[src/rtl/mem_access_unit.sv]
// Memory-access pipeline stage: issues one data-memory request per load/store,
// stalls upstream until ack, and feeds the memory-writeback register.
// Optional access timeout and sticky err_o are enabled by defining MEM_ACCESS_TIMEOUT_EN.
module mem_access_unit #(
   parameter int unsigned TIMEOUT_CYCLES = 255
) (
   input  logic        clk,
   input  logic        reset,
   input  logic        valid_i,
   input  logic        reg_wr_i,
   input  logic        mem_to_reg_i,
   input  logic        mem_wr_i,
   input  logic [4:0]  rd_i,
   input  logic [31:0] res_alu_i,
   input  logic [31:0] wr_data_i,
   output logic        stall_o,
   output logic        dmem_req_o,
   output logic        dmem_we_o,
   output logic [31:0] dmem_addr_o,
   output logic [31:0] dmem_wdata_o,
   input  logic        dmem_ack_i,
   input  logic [31:0] dmem_rdata_i,
`ifdef MEM_ACCESS_TIMEOUT_EN
   output logic        err_o,
`endif
   output logic        reg_wr_wb_o,
   output logic        mem_to_reg_wb_o,
   output logic [4:0]  rd_wb_o,
   output logic [31:0] res_alu_wb_o,
   output logic [31:0] rdata_wb_o
);

   typedef enum logic {S_IDLE, S_WAIT} state_e;

   state_e      state_q, state_d;
   logic        req_q, req_d;
   logic        we_q, we_d;
   logic [31:0] addr_q, addr_d;
   logic [31:0] wdata_q, wdata_d;
   logic        lat_reg_wr_q, lat_reg_wr_d;
   logic        lat_m2r_q, lat_m2r_d;
   logic [4:0]  lat_rd_q, lat_rd_d;
   logic [31:0] lat_alu_q, lat_alu_d;
   logic        reg_wr_wb_q, reg_wr_wb_d;
   logic        m2r_wb_q, m2r_wb_d;
   logic [4:0]  rd_wb_q, rd_wb_d;
   logic [31:0] res_alu_wb_q, res_alu_wb_d;
   logic [31:0] rdata_wb_q, rdata_wb_d;
   logic        stall;
   logic        mem_op;
   logic        timeout;

`ifdef MEM_ACCESS_TIMEOUT_EN
   localparam logic [7:0] TIMEOUT_LAST = 8'(TIMEOUT_CYCLES - 1);

   logic [7:0] cnt_q, cnt_d;
   logic       err_q, err_d;

   assign timeout = (state_q == S_WAIT) && !dmem_ack_i && (cnt_q == TIMEOUT_LAST);
`else
   assign timeout = 1'b0;
`endif

   assign mem_op = valid_i & (mem_wr_i | mem_to_reg_i);

   // NOTE: every variable gets a default first so no path leaves one unassigned (no latches).
   always_comb begin
      state_d      = state_q;
      req_d        = req_q;
      we_d         = we_q;
      addr_d       = addr_q;
      wdata_d      = wdata_q;
      lat_reg_wr_d = lat_reg_wr_q;
      lat_m2r_d    = lat_m2r_q;
      lat_rd_d     = lat_rd_q;
      lat_alu_d    = lat_alu_q;
      reg_wr_wb_d  = reg_wr_wb_q;
      m2r_wb_d     = m2r_wb_q;
      rd_wb_d      = rd_wb_q;
      res_alu_wb_d = res_alu_wb_q;
      rdata_wb_d   = rdata_wb_q;
      stall        = 1'b0;
`ifdef MEM_ACCESS_TIMEOUT_EN
      cnt_d        = cnt_q;
      err_d        = err_q;
`endif

      case (state_q)
         S_IDLE: begin
            if (mem_op) begin
               stall        = 1'b1;
               state_d      = S_WAIT;
               req_d        = 1'b1;
               we_d         = mem_wr_i;
               addr_d       = {res_alu_i[31:2], 2'b00};
               wdata_d      = wr_data_i;
               lat_reg_wr_d = reg_wr_i;
               lat_m2r_d    = mem_to_reg_i;
               lat_rd_d     = rd_i;
               lat_alu_d    = res_alu_i;
               reg_wr_wb_d  = 1'b0;
               m2r_wb_d     = 1'b0;
`ifdef MEM_ACCESS_TIMEOUT_EN
               cnt_d        = 8'd0;
`endif
            end else begin
               reg_wr_wb_d  = reg_wr_i & valid_i;
               m2r_wb_d     = mem_to_reg_i;
               rd_wb_d      = rd_i;
               res_alu_wb_d = res_alu_i;
            end
         end

         S_WAIT: begin
            stall = ~dmem_ack_i & ~timeout;
            if (dmem_ack_i) begin
               state_d      = S_IDLE;
               req_d        = 1'b0;
               reg_wr_wb_d  = lat_reg_wr_q & ~we_q;
               m2r_wb_d     = lat_m2r_q;
               rd_wb_d      = lat_rd_q;
               res_alu_wb_d = lat_alu_q;
               if (!we_q) rdata_wb_d = dmem_rdata_i;
            end else if (timeout) begin
               // WB already holds the bubble loaded on entry to WAIT.
               state_d = S_IDLE;
               req_d   = 1'b0;
`ifdef MEM_ACCESS_TIMEOUT_EN
               err_d   = 1'b1;
`endif
            end else begin
`ifdef MEM_ACCESS_TIMEOUT_EN
               cnt_d = cnt_q + 8'd1;
`endif
            end
         end

         default: state_d = S_IDLE;
      endcase
   end

   // NOTE: sequential state uses non-blocking assignments so all registers update together.
   always_ff @(posedge clk or posedge reset) begin
      if (reset) begin
         state_q      <= S_IDLE;
         req_q        <= 1'b0;
         we_q         <= 1'b0;
         addr_q       <= '0;
         wdata_q      <= '0;
         lat_reg_wr_q <= 1'b0;
         lat_m2r_q    <= 1'b0;
         lat_rd_q     <= '0;
         lat_alu_q    <= '0;
         reg_wr_wb_q  <= 1'b0;
         m2r_wb_q     <= 1'b0;
         rd_wb_q      <= '0;
         res_alu_wb_q <= '0;
         rdata_wb_q   <= '0;
`ifdef MEM_ACCESS_TIMEOUT_EN
         cnt_q        <= '0;
         err_q        <= 1'b0;
`endif
      end else begin
         state_q      <= state_d;
         req_q        <= req_d;
         we_q         <= we_d;
         addr_q       <= addr_d;
         wdata_q      <= wdata_d;
         lat_reg_wr_q <= lat_reg_wr_d;
         lat_m2r_q    <= lat_m2r_d;
         lat_rd_q     <= lat_rd_d;
         lat_alu_q    <= lat_alu_d;
         reg_wr_wb_q  <= reg_wr_wb_d;
         m2r_wb_q     <= m2r_wb_d;
         rd_wb_q      <= rd_wb_d;
         res_alu_wb_q <= res_alu_wb_d;
         rdata_wb_q   <= rdata_wb_d;
`ifdef MEM_ACCESS_TIMEOUT_EN
         cnt_q        <= cnt_d;
         err_q        <= err_d;
`endif
      end
   end

   // Reset must silence stall even while a memory op is presented in IDLE.
   assign stall_o         = stall & ~reset;
   assign dmem_req_o      = req_q;
   assign dmem_we_o       = we_q;
   assign dmem_addr_o     = addr_q;
   assign dmem_wdata_o    = wdata_q;
   assign reg_wr_wb_o     = reg_wr_wb_q;
   assign mem_to_reg_wb_o = m2r_wb_q;
   assign rd_wb_o         = rd_wb_q;
   assign res_alu_wb_o    = res_alu_wb_q;
   assign rdata_wb_o      = rdata_wb_q;
`ifdef MEM_ACCESS_TIMEOUT_EN
   assign err_o           = err_q;
`endif

endmodule
[config.mk]
export PLATFORM = sky130hd
export DESIGN_NAME = mem_access_unit
export DESIGN_NICKNAME = d
export VERILOG_FILES = /design/src/rtl/mem_access_unit.sv
export SDC_FILE = /design/constraint.sdc
export NUM_CORES = 1
export LEC_CHECK = 0
export ABC_AREA = 1
export CORE_MARGIN = 1
export CORE_UTILIZATION = 47
export DETAILED_ROUTE_END_ITERATION = 6
export GPL_ROUTABILITY_DRIVEN = 0
export PLACE_DENSITY = 0.84
export SETUP_SLACK_MARGIN = 0.2
export SYNTH_ARGS = -nofsm -noshare
export SYNTH_HDL_FRONTEND = slang
export SYNTH_SLANG_ARGS = --single-unit
[constraint.sdc]
create_clock -name clk -period 9.3 [get_ports clk]
set_input_delay 0.93 -clock clk [delete_from_list [all_inputs] [get_ports clk]]
set_output_delay 0.93 -clock clk [all_outputs]
set_load 0.05 [all_outputs]
==> impl_metrics.tcl, run 1 <==
set metrics [dict create \
    outcome "completed" \
    wirelength_mm 17.5 \
    finalNonFillerCells 1162 \
    slew_headroom_pct 25.4 \
    power.total_mw 2.74 \
    io_pins 246 \
    finalSetupViolations 0 \
    critPathRequiredTime_ps 8370 \
    nFillCells 1047 \
    place_area_sq_mm 0.00860 \
    cts_tree "done" \
    final_common_cell "nand2_1" \
    max_freq_mhz 256 \
    dieArea_sq_mm 0.0140 \
    core-area_sq_mm 0.0132 \
    routedWlPerCell_microns 15.0 \
    worst_pin_slew_ps 1120 \
    drtIter0Drc 312 \
    finalInstanceArea_sq_mm 0.00913 \
    grt_first_pass_wirelength_mm 28.5 \
    synth-seq-cells 145 \
    ys_warn_count 0 \
    final_antenna_net_count 0 \
    io_buffer_count 243 \
    syn_to_final_growth_pct 44.0 \
    numCtsBuffers 17 \
    grt_overflow 0 \
    hold_class "reg -> reg" \
    pre_cts_slack_ps 5370 \
    p_leak_nw 4.61 \
    die_width_microns 118 \
    synthDistinctLibCells 14 \
    clk_latency_ps 420 \
    fin_ws_ps 5400 \
    maxCapViolations 0 \
    min_from "dmem_wdata_o[6]" \
    worstSetupStartpoint "dmem_ack_i" \
    drc_errors 0 \
    finalSetupTns_ps 0 \
    gr-usage-all-layers_pct 26.2 \
    nNetsFinal 1081 \
    finalHoldViolCount 0 \
    antenna_found_initial 0 \
    first_global_vias 5625 \
    netlist_area_sq_mm 0.00634 \
    clock-sinks 145 \
    firstDrtPassIters 5 \
    ctsResizeCount 0 \
    startpoint_type "primary input" \
    fin_skew_ps 7.84 \
    cts_hold_buf 0 \
    path_class "in -> out" \
    final_max_slew_viol_count 0 \
    crit_fanout 39 \
    rsz0062_at_grt "no" \
    drive_gt1_share_pct 4.46 \
    via_per_inst 4.99 \
    dpl.hpwl_mm 11.1 \
    synth-seq-area-share_pct 57.2 \
    avgSynthCellArea_sq_um 8.09 \
    synthCells 784 \
    fp-row-count 42 \
    power_density_mw_per_mm2 300 \
    reg2reg_from "state_q" \
    clkSlewWorstSetupHoldPaths_ps 50 \
    fin_crit_sh_pct 41.9 \
    dp_cells 1130 \
    routed-via-count 5794 \
    ir_drop_v 0.000153 \
    cts-root-buf "clkbuf_16" \
    antenna_cells 0 \
    cts_buffer_depth 2 \
    final_cell_mix "nand2_1, clkdlybuf4s50_1, dfrtp_1, nand3_1, clkbuf_16" \
    cts_htree_levels 4 \
    fp.dieH_microns 118 \
    post_cts_buffers 0 \
    initial_core_util_pct 48.1 \
    endpoint_kind "output pin" \
    worstPathArrival_ps 2970 \
    period_needed_ps 3900 \
    grt_max_degree 113 \
]
per-layer routing:
layer / global-route usage [%] / routed length, microns / up-vias
met4: 10.4 / 398 / 0
met2: 43.0 / 8520 / 253
met3: 8.30 / 1470 / 30
li1: - / - / 2788
met5: 0 / 0 / -
met1: 32.0 / 7100 / 2723
state kept, by name, indices dropped and copies added, names as in the netlist, 5 cells and up:
name / count
dmem_wdata_o: 32
lat_alu_q: 32
lat_rd_q: 5
rd_wb_o: 5
rdata_wb_o: 32
res_alu_wb_o: 32
power by group:
part	total, mW	internal [mW]	switching, mW
clock network	0.614	0.366	0.247
logic	1.22	0.386	0.836
registers	0.901	0.797	0.104
total	2.74	1.55	1.19
synth_stat cells:
cell type,count,share of area (%)
a21oi_1,1,0.079
nand3_1,112,8.8
inv_2,3,0.18
conb_1,1,0.059
buf_2,22,1.7
inv_1,4,0.24
nor2_1,1,0.059
nand2_1,432,26
buf_4,35,4.1
o21ai_0,2,0.16
nor2_4,1,0.18
clkbuf_1,23,1.4
nor2_2,2,0.20
dfrtp_1,145,57
kinds of logic after synthesis:
logic type / count (synthesis) / synth area share [%]
other cells: 1 / 0.0591
flops: 145 / 57.2
simple gates: 548 / 34.8
compound gates: 3 / 0.237
buf+inv: 87 / 7.65
worst max-delay path, stage by stage:
cell and delay [ps]:
clkdlybuf4s50_1 510, nor2_2 70, inv_2 560, a21oi_1 150, clkdlybuf4s50_1 730
through the flow:
stage / util, % / hold slack [ps]
6_report: 69.2 / 468
5_1_grt: 69.2 / 490
4_1_cts: 69.2 / 471
3_5_place_dp: 65.2 / 457
3_3_place_gp: 65.2 / 453
2_1_floorplan: - / 442
layout make-up:
| cell class | count | area, sq um | area share, % |
|---|---|---|---|
| sequential | 145 | 3630 | 39.7 |
| timing repair buffer | 249 | 2480 | 27.1 |
| multi-input combinational | 553 | 2240 | 24.6 |
| clock buffer | 26 | 499 | 5.47 |
| tap | 176 | 220 | 2.41 |
| inverter | 7 | 31.3 | 0.343 |
| clock inverter | 6 | 30.0 | 0.329 |
final timing paths:
path                              endpoint  slack, ps  cells after the start
hold / removal             dmem_wdata_o[6]        470                      2
max in group asynchronous          state_q       6780                      3
hold reg to reg            dmem_wdata_o[6]        470                      2
min in group asynchronous       dmem_req_o        990                      2
setup reg to reg                rd_wb_o[1]       6520                      6
setup / recovery                   stall_o       5400                      5
(Power assumes the default switching activity.)
==> inputs of run 2 (changes only) <==
--- a/config.mk
+++ b/config.mk
@@ -7,10 +7,10 @@
 export LEC_CHECK = 0
 export ABC_AREA = 1
 export CORE_MARGIN = 1
-export CORE_UTILIZATION = 47
+export CORE_UTILIZATION = 40
 export DETAILED_ROUTE_END_ITERATION = 6
 export GPL_ROUTABILITY_DRIVEN = 0
-export PLACE_DENSITY = 0.84
+export PLACE_DENSITY = 0.76
 export SETUP_SLACK_MARGIN = 0.2
 export SYNTH_ARGS = -nofsm -noshare
 export SYNTH_HDL_FRONTEND = slang
==> constraint.sdc (replaced) <==
create_clock -name clk -period 3.2 [get_ports clk]
set_input_delay 0.32 -clock clk [delete_from_list [all_inputs] [get_ports clk]]
set_output_delay 0.32 -clock clk [all_outputs]
set_load 0.05 [all_outputs]
==> run 2 against run 1 <==
Effect of this change: total power rose to 3.0 times the previous value; flip-flop and latch count stayed put; register-to-register slack got worse by 5700 ps; global-route usage fell by 3.8 points; count of clock-buffer cells in the layout fell by 2; largest power group unchanged; critical path type is now reg -> out; sequential power rose to 2.9 times the previous value.
==> impl_metrics.tcl, run 2 (same netlist as run 1, synthesis figures left out) <==
set metrics [dict create \
    p_sw_mw 3.47 \
    cp_top_family "buffers and inverters" \
    cts_htree_levels 4 \
    drc_errors 0 \
    drive_gt1_share_pct 5.26 \
    crit_path_cell_trace "inv_2 > nor2_2 > inv_2 > a21oi_1 > buf_12" \
    drtIter0Drc 328 \
    p_comb_share_pct 42.7 \
    grt_first_pass_wirelength_mm 28.1 \
    worstPathArrival_ps 2140 \
    io_buffer_count 243 \
    clk_latency_ps 420 \
    path_class "reg -> out" \
    wirelength_mm 17.8 \
    die_width_microns 128 \
    finalHoldViolCount 0 \
    syn_to_final_growth_pct 47.1 \
    final_max_slew_viol_count 0 \
    gr-usage-all-layers_pct 22.4 \
    clkSlewWorstSetupHoldPaths_ps 60 \
    clock-sinks 145 \
    outcome "completed" \
    cpMaxStageDelayCell "dfrtp_2" \
    fp-row-count 45 \
    crit_fanout 39 \
    finalSetupViolations 0 \
    period_needed_ps 2460 \
    pwr-share-seq_pct 31.7 \
    io_pins 246 \
    cp_num_buf_inv 3 \
    routed-via-count 5722 \
    final_common_cell "nand2_1" \
    max_freq_mhz 407 \
    finalNonFillerCells 1199 \
    dieArea_sq_mm 0.0164 \
    maxCapViolations 0 \
    antenna_found_initial 0 \
    internal-power_mw 4.81 \
    dp_cells 1167 \
    cts_buffer_depth 2 \
    fin_skew_ps 4.53 \
    power.total_mw 8.28 \
    routedWlPerCell_microns 14.9 \
    ir_drop_v 0.000394 \
    critPathRequiredTime_ps 2880 \
    endpoint_kind "output pin" \
    worst_pin_slew_ps 816 \
    final_cell_mix "nand2_1, clkdlybuf4s50_1, dfrtp_1, nand3_1, clkbuf_16" \
    p_leak_nw 4.66 \
    critPathMaxStageDelay_ps 560 \
    cts-root-buf "clkbuf_16" \
    ctsResizeCount 0 \
    via_per_inst 4.77 \
    slew_headroom_pct 45.6 \
    nNetsFinal 1083 \
    hold_class "in -> reg" \
    switching_share_pct 41.9 \
    startpoint_type "register" \
    clkPwrFrac_pct 25.6 \
    core-area_sq_mm 0.0153 \
    crit_top_cell "inv_2" \
    numCtsBuffers 17 \
    first_global_vias 5475 \
    rsz0062_at_grt "no" \
    cts_tree "done" \
    grt_overflow 0 \
    post_cts_buffers 0 \
    dpl.hpwl_mm 11.3 \
    power_density_mw_per_mm2 888 \
    firstDrtPassIters 4 \
    fin_crit_sh_pct 76.8 \
    cts_hold_buf 0 \
    initial_core_util_pct 41.4 \
    antenna_cells 0 \
    final_antenna_net_count 0 \
    finalSetupTns_ps 0 \
    fp.dieH_microns 128 \
    grt_max_degree 146 \
]
==> run 2: changes by cell type in the layout (fill, tap and decap cells not counted) <==
cell             previous run  this run
clkbuf_1                    5         0
buf_4                       6         7
clkbuf_8                    4         7
inv_6                       1         0
bufinv_16                   0         3
clkinvlp_4                  0         4
clkdlybuf4s50_1           243       242
clkinv_2                    6         2
buf_12                      0         2
==> run 2: metrics by stage <==
step	worst slack, ps	hold slack [ps]	area, sq um	utilization [%]
after CTS	682	425	9330	60.9
after global placement	740	452	8680	56.7
after floorplan	1040	437	6350	-
after detailed placement	646	458	8680	56.7
after global routing	579	444	9330	60.9
final	741	441	9330	60.9
==> run 2: final cells by class <==
type / instances / area [sq um]
fill: 1353 / 5990
sequential: 145 / 3630
timing repair buffer: 251 / 2510
multi-input combinational: 553 / 2240
clock buffer: 24 / 522
tap: 211 / 264
clock inverter: 8 / 123
inverter: 7 / 30.0
==> run 2: metal layers <==
metal  part of all wire, %  GRT usage [%]  routed length [microns]
met1                    41           26.1                     7300
met2                    47           37.2                     8470
met3                    10           8.39                     1860
met4                   1.2           9.07                      218
met5                     0              0                        0
==> run 2: worst min-delay path, cell delays in order <==
cell,delay (ps)
clkdlybuf4s50_1,390
nand2_1,60
nand2_1,50
==> run 2: power by group through the flow <==
| stage | registers [mW] | clock network [mW] | logic [mW] |
|---|---|---|---|
| global route | 2.68 | 2.24 | 3.74 |
| detailed placement | 2.64 | 0 | 3.57 |
| floorplan | 3.92 | 0 | 1.10 |
| finish | 2.62 | 2.12 | 3.54 |
| CTS | 2.63 | 2.17 | 3.57 |
| global placement | 2.64 | 0 | 3.53 |
==> run 2: path summary, 6_finish.rpt <==
kind | depth (start not counted) | startpoint | slack (ps) | to
worst max-delay path | 5 | state_q | 740 | stall_o
worst min-delay path | 3 | dmem_rdata_i[31] | 440 | rdata_wb_o[31]
worst max register to register | 6 | state_q | 850 | res_alu_wb_o[13]
worst min register to register | 2 | rdata_wb_o[31] | 470 | rdata_wb_o[31]
max in group asynchronous | 3 | reset | 2020 | state_q
min in group asynchronous | 3 | reset | 480 | lat_m2r_q
==> inputs of run 3 (changes only) <==
--- a/config.mk
+++ b/config.mk
@@ -7,10 +7,10 @@
 export LEC_CHECK = 0
 export ABC_AREA = 1
 export CORE_MARGIN = 1
-export CORE_UTILIZATION = 40
+export CORE_UTILIZATION = 44
 export DETAILED_ROUTE_END_ITERATION = 6
 export GPL_ROUTABILITY_DRIVEN = 0
-export PLACE_DENSITY = 0.76
+export PLACE_DENSITY = 0.79
 export SETUP_SLACK_MARGIN = 0.2
 export SYNTH_ARGS = -nofsm -noshare
 export SYNTH_HDL_FRONTEND = slang
==> constraint.sdc (replaced) <==
create_clock -name clk -period 2.5 [get_ports clk]
set_input_delay 0.25 -clock clk [delete_from_list [all_inputs] [get_ports clk]]
set_output_delay 0.25 -clock clk [all_outputs]
set_load 0.05 [all_outputs]
==> run 3 against run 2 <==
Effect of this change: total power grew 27%; worst setup slack worse by 380 ps; via count is 0.94% higher; clock power up 21%; final area decreased by 0.36%; register-to-register slack lost 170 ps; critical path depth did not move; critical endpoint unchanged; largest cell class unchanged.
==> impl_metrics.tcl, run 3 (same netlist as run 1, synthesis figures left out) <==
set metrics [dict create \
    cts_hold_buf 0 \
    holdWs_ps 242 \
    period_needed_ps 2140 \
    syn_to_final_growth_pct 46.5 \
    startpoint_type "register" \
    finalInstanceArea_sq_mm 0.00929 \
    outcome "completed" \
    die_width_microns 122 \
    initial_core_util_pct 45.3 \
    worstPathArrival_ps 1890 \
    worst_pin_slew_ps 783 \
    via_per_inst 4.93 \
    fin_skew_ps 4.84 \
    grt_overflow 0 \
    cts_tree "done" \
    hold_class "in -> async" \
    final_antenna_net_count 0 \
    clock-sinks 145 \
    crit_fanout 22 \
    rsz0062_at_grt "no" \
    grt_max_degree 72 \
    antenna_found_initial 0 \
    fp-row-count 43 \
    maxCapViolations 0 \
    gr-usage-all-layers_pct 24.7 \
    cts-root-buf "clkbuf_16" \
    critPathRequiredTime_ps 2250 \
    post_cts_buffers 0 \
    endpoint_kind "output pin" \
    final_core_util_pct 66.4 \
    fin_ws_ps 365 \
    power.total_mw 10.5 \
    final_cell_mix "nand2_1, clkdlybuf4s50_1, dfrtp_1, nand3_1, clkbuf_16" \
    fp.dieH_microns 122 \
    finalSetupTns_ps 0 \
    ir_drop_v 0.000552 \
    routedWlPerCell_microns 15.3 \
    finalSetupViolations 0 \
    drtIter0Drc 282 \
    nNetsFinal 1087 \
    core-area_sq_mm 0.0140 \
    max_freq_mhz 468 \
    path_class "reg -> out" \
    clk_latency_ps 410 \
    cts_buffer_depth 2 \
    grt_first_pass_wirelength_mm 28.1 \
    final_max_slew_viol_count 0 \
    nFillCells 1156 \
    routed-via-count 5776 \
    pre_cts_slack_ps 571 \
    wirelength_mm 17.9 \
    numCtsBuffers 17 \
    drive_gt1_share_pct 5.35 \
    finalHoldViolCount 0 \
    power_density_mw_per_mm2 1130 \
    final_common_cell "nand2_1" \
    drc_errors 0 \
    dp_cells 1140 \
    cts_htree_levels 4 \
    antenna_cells 0 \
    firstDrtPassIters 4 \
    clkSlewWorstSetupHoldPaths_ps 60 \
    p_leak_nw 4.67 \
    dpl.hpwl_mm 11.8 \
    io_buffer_count 243 \
    fin_crit_sh_pct 85.4 \
    first_global_vias 5560 \
    ctsResizeCount 0 \
    place_area_sq_mm 0.00870 \
    io_pins 246 \
    finalNonFillerCells 1171 \
    dieArea_sq_mm 0.0149 \
    slew_headroom_pct 47.8 \
]
==> run 3: changes by cell type in the layout (fill, tap and decap cells not counted) <==
cell	change
nand2_2	-1
dfrtp_2	-1
buf_4	+2
clkbuf_8	-5
clkinv_2	+3
buf_12	+2
clkbuf_1	+1
nand2_1	+1
dfrtp_4	+1
==> run 3: worst max-delay path, stage by stage, from the launching register on <==
cell and delay, ps:
dfrtp_4 610, inv_2 70, nor2_2 140, inv_2 180
a21oi_1 300, buf_12 180
==> run 3: path summary, 6_finish.rpt <==
check / start / end / slack, ps / depth (start not counted)
min in group clk: dmem_rdata_i[8] / rdata_wb_o[8] / 370 / 3
max: state_q / stall_o / 360 / 5
min: reset / lat_alu_q[7] / 240 / 2
min reg2reg: rdata_wb_o[13] / rdata_wb_o[13] / 470 / 2
max reg2reg: state_q / lat_alu_q[0] / 680 / 4
max in group asynchronous: reset / res_alu_wb_o[28] / 1560 / 3
==> run 3: cell type report <==
type / count / area [sq um] / area share, %
Multi-Input combinational cell: 553 / 2240 / 24.1
Clock buffer: 20 / 457 / 4.91
Timing Repair Buffer: 255 / 2570 / 27.7
Clock inverter: 11 / 138 / 1.48
Inverter: 7 / 30.0 / 0.323
Tap cell: 180 / 225 / 2.42
Sequential cell: 145 / 3630 / 39.1
==> run 3: report_power, final <==
part           switching (mW)  total [mW]  internal (mW)
clock                   0.955        2.56           1.61
sequential              0.397        3.36           2.97
combinational            3.10        4.56           1.46
==> run 3: routing by layer <==
layer	wire, microns	GRT usage (%)
met1	7260	29.8
met2	8520	40.7
met3	1850	9.50
met4	272	7.62
met5	0	0
